`src/rtl/crop_scaler.sv`:
```
// Crop window plus integer downscaler (/1, /2, /4): horizontal box average, vertical line decimation.
// Optional frame statistics outputs are built when CROP_SCALER_STATS_EN is defined.
module crop_scaler #(
  parameter int CHANNELS    = 3,
  parameter int DATA_WIDTH  = 10,
  parameter int COORD_WIDTH = 11
) (
  input  logic                           clock_in,
  input  logic                           reset_in,
  input  logic [CHANNELS*DATA_WIDTH-1:0] data_in,
  input  logic                           line_valid_in,
  input  logic                           frame_valid_in,
  input  logic [COORD_WIDTH-1:0]         x_start_in,
  input  logic [COORD_WIDTH-1:0]         x_end_in,
  input  logic [COORD_WIDTH-1:0]         y_start_in,
  input  logic [COORD_WIDTH-1:0]         y_end_in,
  input  logic [1:0]                     scale_in,
  output logic [CHANNELS*DATA_WIDTH-1:0] data_out,
  output logic                           pixel_valid_out,
  output logic                           line_valid_out,
  output logic                           frame_valid_out
`ifdef CROP_SCALER_STATS_EN
  ,
  output logic [COORD_WIDTH-1:0]         out_width_out,
  output logic [COORD_WIDTH-1:0]         out_height_out,
  output logic [15:0]                    frame_count_out
`endif
);

  localparam int SW = DATA_WIDTH + 2;
  localparam int BW = CHANNELS * DATA_WIDTH;

  logic                   lv_d, fv_d, armed;
  logic [COORD_WIDTH-1:0] x_cnt, y_cnt;
  logic [COORD_WIDTH-1:0] xs, xe, ys, ye;
  logic [1:0]             scale, grp;
  logic [SW-1:0]          acc [CHANNELS];
  logic [SW-1:0]          sum [CHANNELS];
  logic [BW-1:0]          avg;

  logic       in_frame, line_fall, frame_rise;
  logic [1:0] fm1, y_lo;
  logic       x_in, y_keep, pix_ok, emit;

  always_comb begin
    in_frame   = frame_valid_in & armed;
    line_fall  = lv_d & ~line_valid_in;
    frame_rise = frame_valid_in & ~fv_d & armed;
    case (scale)
      2'd0:    fm1 = 2'd0;
      2'd1:    fm1 = 2'd1;
      default: fm1 = 2'd3;
    endcase
    // Only the low two bits of (y - y_start) matter for mod 1/2/4.
    y_lo   = y_cnt[1:0] - ys[1:0];
    x_in   = (x_cnt >= xs) && (x_cnt < xe);
    y_keep = (y_cnt >= ys) && (y_cnt < ye) && ((y_lo & fm1) == 2'd0);
    pix_ok = in_frame && line_valid_in && x_in && y_keep;
    emit   = pix_ok && (grp == fm1);
  end

  always_comb begin
    avg = '0;
    sum = '{default: '0};
    for (int c = 0; c < CHANNELS; c++) begin
      sum[c] = acc[c] + SW'(data_in[c*DATA_WIDTH +: DATA_WIDTH]);
      case (scale)
        2'd0:    avg[c*DATA_WIDTH +: DATA_WIDTH] = sum[c][DATA_WIDTH-1:0];
        2'd1:    avg[c*DATA_WIDTH +: DATA_WIDTH] = sum[c][DATA_WIDTH:1];
        default: avg[c*DATA_WIDTH +: DATA_WIDTH] = sum[c][DATA_WIDTH+1:2];
      endcase
    end
  end

  always_ff @(posedge clock_in) begin
    if (reset_in) begin
      lv_d            <= 1'b0;
      fv_d            <= 1'b0;
      armed           <= 1'b0;
      x_cnt           <= '0;
      y_cnt           <= '0;
      xs              <= '0;
      xe              <= '0;
      ys              <= '0;
      ye              <= '0;
      scale           <= '0;
      grp             <= '0;
      for (int c = 0; c < CHANNELS; c++) acc[c] <= '0;
      data_out        <= '0;
      pixel_valid_out <= 1'b0;
      line_valid_out  <= 1'b0;
      frame_valid_out <= 1'b0;
    end else begin
      lv_d <= line_valid_in;
      fv_d <= frame_valid_in;
      if (!frame_valid_in) armed <= 1'b1;
      if (frame_rise) begin
        xs    <= x_start_in;
        xe    <= x_end_in;
        ys    <= y_start_in;
        ye    <= y_end_in;
        scale <= scale_in;
      end
      if (line_valid_in) begin
        if (x_cnt != '1) x_cnt <= x_cnt + COORD_WIDTH'(1);
      end else if (lv_d) begin
        x_cnt <= '0;
      end
      if (!frame_valid_in) y_cnt <= '0;
      else if (line_fall && (y_cnt != '1)) y_cnt <= y_cnt + COORD_WIDTH'(1);
      // Anything other than a continuing in-window pixel drops a partial group.
      if (pix_ok && !emit) begin
        grp <= grp + 2'd1;
        for (int c = 0; c < CHANNELS; c++) acc[c] <= sum[c];
      end else begin
        grp <= '0;
        for (int c = 0; c < CHANNELS; c++) acc[c] <= '0;
      end
      pixel_valid_out <= emit;
      if (emit) data_out <= avg;
      line_valid_out  <= pix_ok;
      frame_valid_out <= in_frame;
    end
  end

`ifdef CROP_SCALER_STATS_EN
  logic [COORD_WIDTH-1:0] w_run, h_run;
  logic                   first_done, line_kept, line_pulsed;

  always_ff @(posedge clock_in) begin
    if (reset_in) begin
      w_run           <= '0;
      h_run           <= '0;
      first_done      <= 1'b0;
      line_kept       <= 1'b0;
      line_pulsed     <= 1'b0;
      out_width_out   <= '0;
      out_height_out  <= '0;
      frame_count_out <= '0;
    end else begin
      if (frame_rise) begin
        w_run       <= '0;
        h_run       <= '0;
        first_done  <= 1'b0;
        line_kept   <= 1'b0;
        line_pulsed <= 1'b0;
      end else begin
        if (emit && !first_done) w_run <= w_run + COORD_WIDTH'(1);
        if (line_fall) begin
          if (line_kept) first_done <= 1'b1;
          if (line_pulsed) h_run <= h_run + COORD_WIDTH'(1);
          line_kept   <= 1'b0;
          line_pulsed <= 1'b0;
        end else begin
          if (in_frame && line_valid_in && y_keep) line_kept <= 1'b1;
          if (emit) line_pulsed <= 1'b1;
        end
      end
      // Same edge as the output frame envelope falls; fold in a line ending on this cycle.
      if (frame_valid_out && !in_frame) begin
        out_width_out   <= w_run;
        out_height_out  <= h_run + COORD_WIDTH'(line_fall && line_pulsed);
        frame_count_out <= frame_count_out + 16'd1;
      end
    end
  end
`endif

endmodule

```
`config.mk`:
```
export PLATFORM = sky130hd
export DESIGN_NAME = crop_scaler
export DESIGN_NICKNAME = d
export VERILOG_FILES = /design/src/rtl/crop_scaler.sv
export SDC_FILE = /design/constraint.sdc
export NUM_CORES = 1
export LEC_CHECK = 0
export ABC_AREA = 1
export CAP_MARGIN = 15
export CORE_UTILIZATION = 30
export DETAILED_ROUTE_END_ITERATION = 7
export PLACE_DENSITY = 0.59
export SLEW_MARGIN = 20
export SYNTH_ARGS = -nofsm -noshare
export SYNTH_HDL_FRONTEND = slang
export SYNTH_SLANG_ARGS = --single-unit
export TNS_END_PERCENT = 5
```
`constraint.sdc`:
```
create_clock -name clock_in -period 4.3 [get_ports clock_in]
set_input_delay 0.645 -clock clock_in [delete_from_list [all_inputs] [get_ports clock_in]]
set_output_delay 0.645 -clock clock_in [all_outputs]
set_load 0.01 [all_outputs]
```
; ---- Word level (Yosys, flattened, before mapping)
; Memory sizes are Yosys's and may differ from the RTL's.
; Cells that the tools add are included.
[classes]
n_addsub = 7
order_cmp = 4
n_eq_ne = 5
muxes = 21
bitwise_logic = 15
reduce_logical = 16
[ops]
columns = operator, n
row1 = $mux 12, 6
row2 = $pmux 10 s2, 3
row3 = $add 12x10->12, 3
row4 = $mux 11, 3
row5 = $add 11x1->11 const B, 2
row6 = $ge 11x11->1, 2
row7 = $lt 11x11->1, 2
row8 = $ne 11x11->1 const B, 2
row9 = $logic_and 1x1->1, 9
row10 = $mux 1, 8
row11 = $or 1x1->1, 6
row12 = $and 1x1->1, 4
row13 = $logic_not 2->1, 2
row14 = $not 1->1, 4
row15 = $pmux 2 s2, 1
row16 = $reduce_or 2->1, 2
row17 = $add 2x1->2 const B, 1
row18 = $and 2x2->2, 1
row19 = $eq 2x1->1 const B, 1
row20 = $eq 2x2->1, 1
row21 = $ne 2x1->1 const B, 1
row22 = $reduce_and 2->1, 1
row23 = $reduce_bool 2->1, 1
row24 = $sub 2x2->2, 1
row25 = $logic_not 1->1, 1
[word_totals]
ff_bits = 106
ramBits = 36
input_bits = 80
output_inout_bits = 33
wordCells = 84
mem_count = 1
[memory_table]
columns = memory, words, word_bits, rd, rd_clocked_by_memory_dff, wr, line_no
row1 = acc, 3, 12, 3, 0, 3, 37  ; logic [SW-1:0] acc [CHANNELS];

; ---- Depth between registers and ports, before layout
[depth]
word_depth = 14
mapped_depth = 17
ltp_nobuf = 16

; ---- Least setup slack after synthesis
; Ideal clock, no wire load.
[synth_timing]
path_kind = input-to-reg
start = input data_in[10]
end = register data_out[14]
setup_time_ns = 0.115
arrival_ns = 2.032
t_required_ns = 4.185
path_slack_ns = 2.153
stages = 15
path_buffers = 0
path_cell_list = ha_1 inv_1 fa_1 inv_1 nand3_1 nand2_1 nand2_1 nand2_1 nand2_1 nand2_1 nor2_1 nor2_1 nand3_1 nand2_1 nor2_1
[synth_via]
elab_chain_len = 2
[synth_lines]
columns = element, line_no
row1 = "start, declared", 10  ; input logic [CHANNELS*DATA_WIDTH-1:0] data_in,
row2 = $add 12x10->12, 66  ; sum[c] = acc[c] + SW'(data_in[c*DATA_WIDTH +: DATA_WIDTH]);
row3 = $pmux 10 s2, 67  ; case (scale)
row4 = "end signal, assigned", 120  ; if (emit) data_out <= avg;
row5 = "end, declared", 18  ; output logic [CHANNELS*DATA_WIDTH-1:0] data_out,
; No other way between the ends.
; A chain may end at the register's enable or synchronous reset.

==> flow_summary.ini <==
[floorplanning]
floorplan.core_area_um2 = 29600
ioPinCount = 113
floorplan.die.width_um = 175
std_cell_rows = 63
die_area_um2 = 30700
initial_core_utilization = 0.304
die_h_um = 175

[placed_design]
place_congestion = 0.851
detailedPlace.worstSlack_ps = 1240
portBuffers = 112
detailedPlacementHpwl_mm = 17.5

[grt]
globalRoute.totalOverflow = 0
grt.met3_usage = 0.0292
busiest_layer_in_global_routing = met2
grt_antenna_before_repair = 0
gr-usage-all-layers = 0.155
met1_usage = 0.208
global_route.usage.met2 = 0.254
largest_net_degree_at_the_start_of_global_routing = 78
grt_pass1_vias = 7806
grt_pass1_wl_mm = 38.1

[clock_network]
htree_levels = 4
post_cts_hold_buffer_count = 0
numCtsBuffers = 17
cts_resized = 0
clk_transition_reported_paths_ps = 70
postCtsSetupRepairBufs = 0
cts.path.max_buffers = 2
tritoncts_num_sinks = 142
worst_skew_pair.late_latency_ps = 430
cts-root-buf = clkbuf_16
cts_tree = done

[power]
power_density_nw_per_um2 = 321
vdd.ir_drop.worst_uv = 197
cellLeakagePower_nw = 5.13

[cells_and_area]
nFillCells = 3137
fin_nets = 1585
area.growth.synth_to_final_pct = 24.6
drive_above_1_share = 0.0527
antenna_cells_inserted = 0

[outcome]
run_status = completed

[setup_path]
crit_path_top_delay_cell = dfxtp_1
critPathMostFrequentCell = nand2_1
path_max_fanout = 25
critPathBufInv = 1
critPathRequiredTime_ps = 4480
worst-endpoint-arrival_ps = 2840
worstSetupEndpointType = flop
crit_chain = ha_1 > nand2_1 > nand2_1 > nand2_1 > nand2_1 > nor2_1 > nand3_1 > nand3_1 > nor3_2 > nand2_2 > buf_4 > nor2_1
critical-path-max-stage-delay_ps = 470
r2r_setup_slack_ps = 1640
critPathLaunchType = flop
category_of_the_most_critical_setup_path = reg -> reg
critical_path.top_delay_family = simple AND/OR/NAND/NOR gates

[timing]
setup_total_negative_slack_ps = 0
period_share = 0.620
timing_max_transition_violations_final = 0
postLayoutSetupSlackWorst_ps = 1640
timing_hold_violations_final = 0
final_setup_violating_endpoints = 0
max_slew_margin = 0.503
grt_setup_unrepaired = no
transition_at_the_pin_with_the_smallest_max_transition_slack_ps = 745
fmaxAchievable_mhz = 375
final.setup_skew_ps = 11.6
layout_min_cycle_time_ps = 2660

[logic_synthesis]
synth-main-ff-cell = dfxtp_1
postSynthCellCount = 1294
synth.ff_latch_count = 142
mappedNetlistArea_um2 = 8990
syn-mean-instance-area_um2 = 6.95
synth_sequential_area_ratio = 0.356
synth_edf_count = 36
synthArstFlopShare = 0
ys_warn_count = 0
post_synth_num_cell_types = 43

[drt]
detailroute.via_count = 8454
avg_vias_per_cell = 4.62
routed_wire_length_per_instance_um = 12.7
detail_route.drc_violations = 0
ant_nets = 0
detail_route.iter0.violations = 522
detailedRoute.firstPassIterationCount = 5
finalWirelength_mm = 23.3

[job]
drv_cap = 0

[worst_hold_path]
timing.hold.worst.class = reg -> reg
logic make-up (layout without fill, tap and decap cells):
| logic type | after synthesis | after routing | share of synthesized area |
|---|---|---|---|
| and+or+nand+nor | 671 | 671 | 0.321 |
| buffers and inverters | 210 | 322 | 0.0944 |
| AOI/OAI and AO/OA | 186 | 186 | 0.111 |
| DFF | 142 | 142 | 0.356 |
| adders and majority gates | 77 | 77 | 0.110 |
| xor gates and xnor gates | 7 | 7 | 0.00682 |
| other | 1 | 36 | 0.000417 |
cell usage after synthesis, types with 4 or more instances:
library cell	count	area share
a21o_1	4	0.0033
a21oi_1	101	0.056
buf_2	8	0.0045
buf_6	6	0.0075
clkbuf_1	23	0.0096
dfxtp_1	106	0.24
edfxtp_1	36	0.12
ha_1	74	0.10
inv_1	166	0.069
nand2_1	316	0.13
nand3_1	128	0.071
nand3b_1	19	0.016
nand4_1	11	0.0077
nor2_1	156	0.065
nor2_2	21	0.015
nor3_1	4	0.0022
o211ai_1	5	0.0042
o21ai_0	57	0.032
o22ai_1	6	0.0042
or2_2	4	0.0028
xnor2_1	4	0.0039
flip-flops by register name, indices dropped and copies added, names as in the netlist:
register         count
xe                  11
line_valid_out       1
x_cnt               11
acc                 36
y_cnt               11
grp                  2
fv_d                 1
frame_valid_out      1
ys                  11
xs                  11
pixel_valid_out      1
scale                2
armed                1
ye                  11
lv_d                 1
data_out            30
layout make-up:
class | instances | area (um^2) | area share
clock buffers | 25 | 528 | 0.0471
clock inverters | 7 | 93.8 | 0.00837
inverters | 171 | 647 | 0.0577
multi-input cells | 977 | 5070 | 0.453
flip-flops and latches | 142 | 3200 | 0.286
well taps | 390 | 488 | 0.0435
repair buffers | 119 | 1170 | 0.105
final timing paths:
check | start | end | depth (start not counted)
hold reg to reg | xe[6]$_SDFFE_PP0P_ | xe[6]$_SDFFE_PP0P_ | 2
setup reg to reg | y_cnt[8]$_SDFFE_PP0P_ | acc[0][35]$_SDFFCE_PP0P_ | 12
hold / removal | xe[6]$_SDFFE_PP0P_ | xe[6]$_SDFFE_PP0P_ | 2
setup / recovery | y_cnt[8]$_SDFFE_PP0P_ | acc[0][35]$_SDFFCE_PP0P_ | 12
through the flow:
stage	cell area [um^2]	instances	hold slack [ps]	power, mW	util
5_1_grt	11200	1831	479	3.78	0.379
4_1_cts	11200	1831	462	3.64	0.379
3_3_place_gp	10600	1799	443	2.05	0.358
6_report	11200	1831	459	3.60	0.379
3_5_place_dp	10600	1799	451	2.06	0.358
2_1_floorplan	9120	1329	433	1.86	-
per-layer routing:
layer	share of wire	vias to the layer above	wire (um)
met4	0.013	0	297
met1	0.49	3761	11300
met2	0.45	208	10500
li1	-	4454	-
met5	0	-	0
met3	0.048	31	1120
where the power goes:
part / internal [mW] / leakage, nW / switching (mW)
logic: 0.237 / 3.59 / 0.361
registers: 1.41 / 1.23 / 0.0185
clock network: 0.974 / 0.309 / 0.598
total: 2.62 / 5.13 / 0.978
cell usage in the layout (no fill, tap or decap), types with 4 or more instances in the layout:
master,count
a21o_1,4
a21oi_1,101
buf_4,7
clkbuf_16,19
clkdlybuf4s50_1,112
conb_1,36
dfxtp_1,106
edfxtp_1,36
ha_1,74
inv_1,165
inv_2,5
nand2_1,315
nand2_2,4
nand3_1,128
nand3b_1,19
nand4_1,11
nor2_1,156
nor2_2,21
nor3_1,4
o211ai_1,5
o21ai_0,57
o22ai_1,6
or2_2,4
xnor2_1,4
worst reg2reg max path: stages, from the launching register on:
cell and delay [ps]:
dfxtp_1 470, ha_1 310, nand2_1 80, nand2_1 50, nand2_1 50, nand2_1 50
nor2_1 100, nand3_1 140, nand3_1 200, nor3_2 70, nand2_2 470, buf_4 370
nor2_1 70
Note: power is estimated with default switching activity, not from simulation.
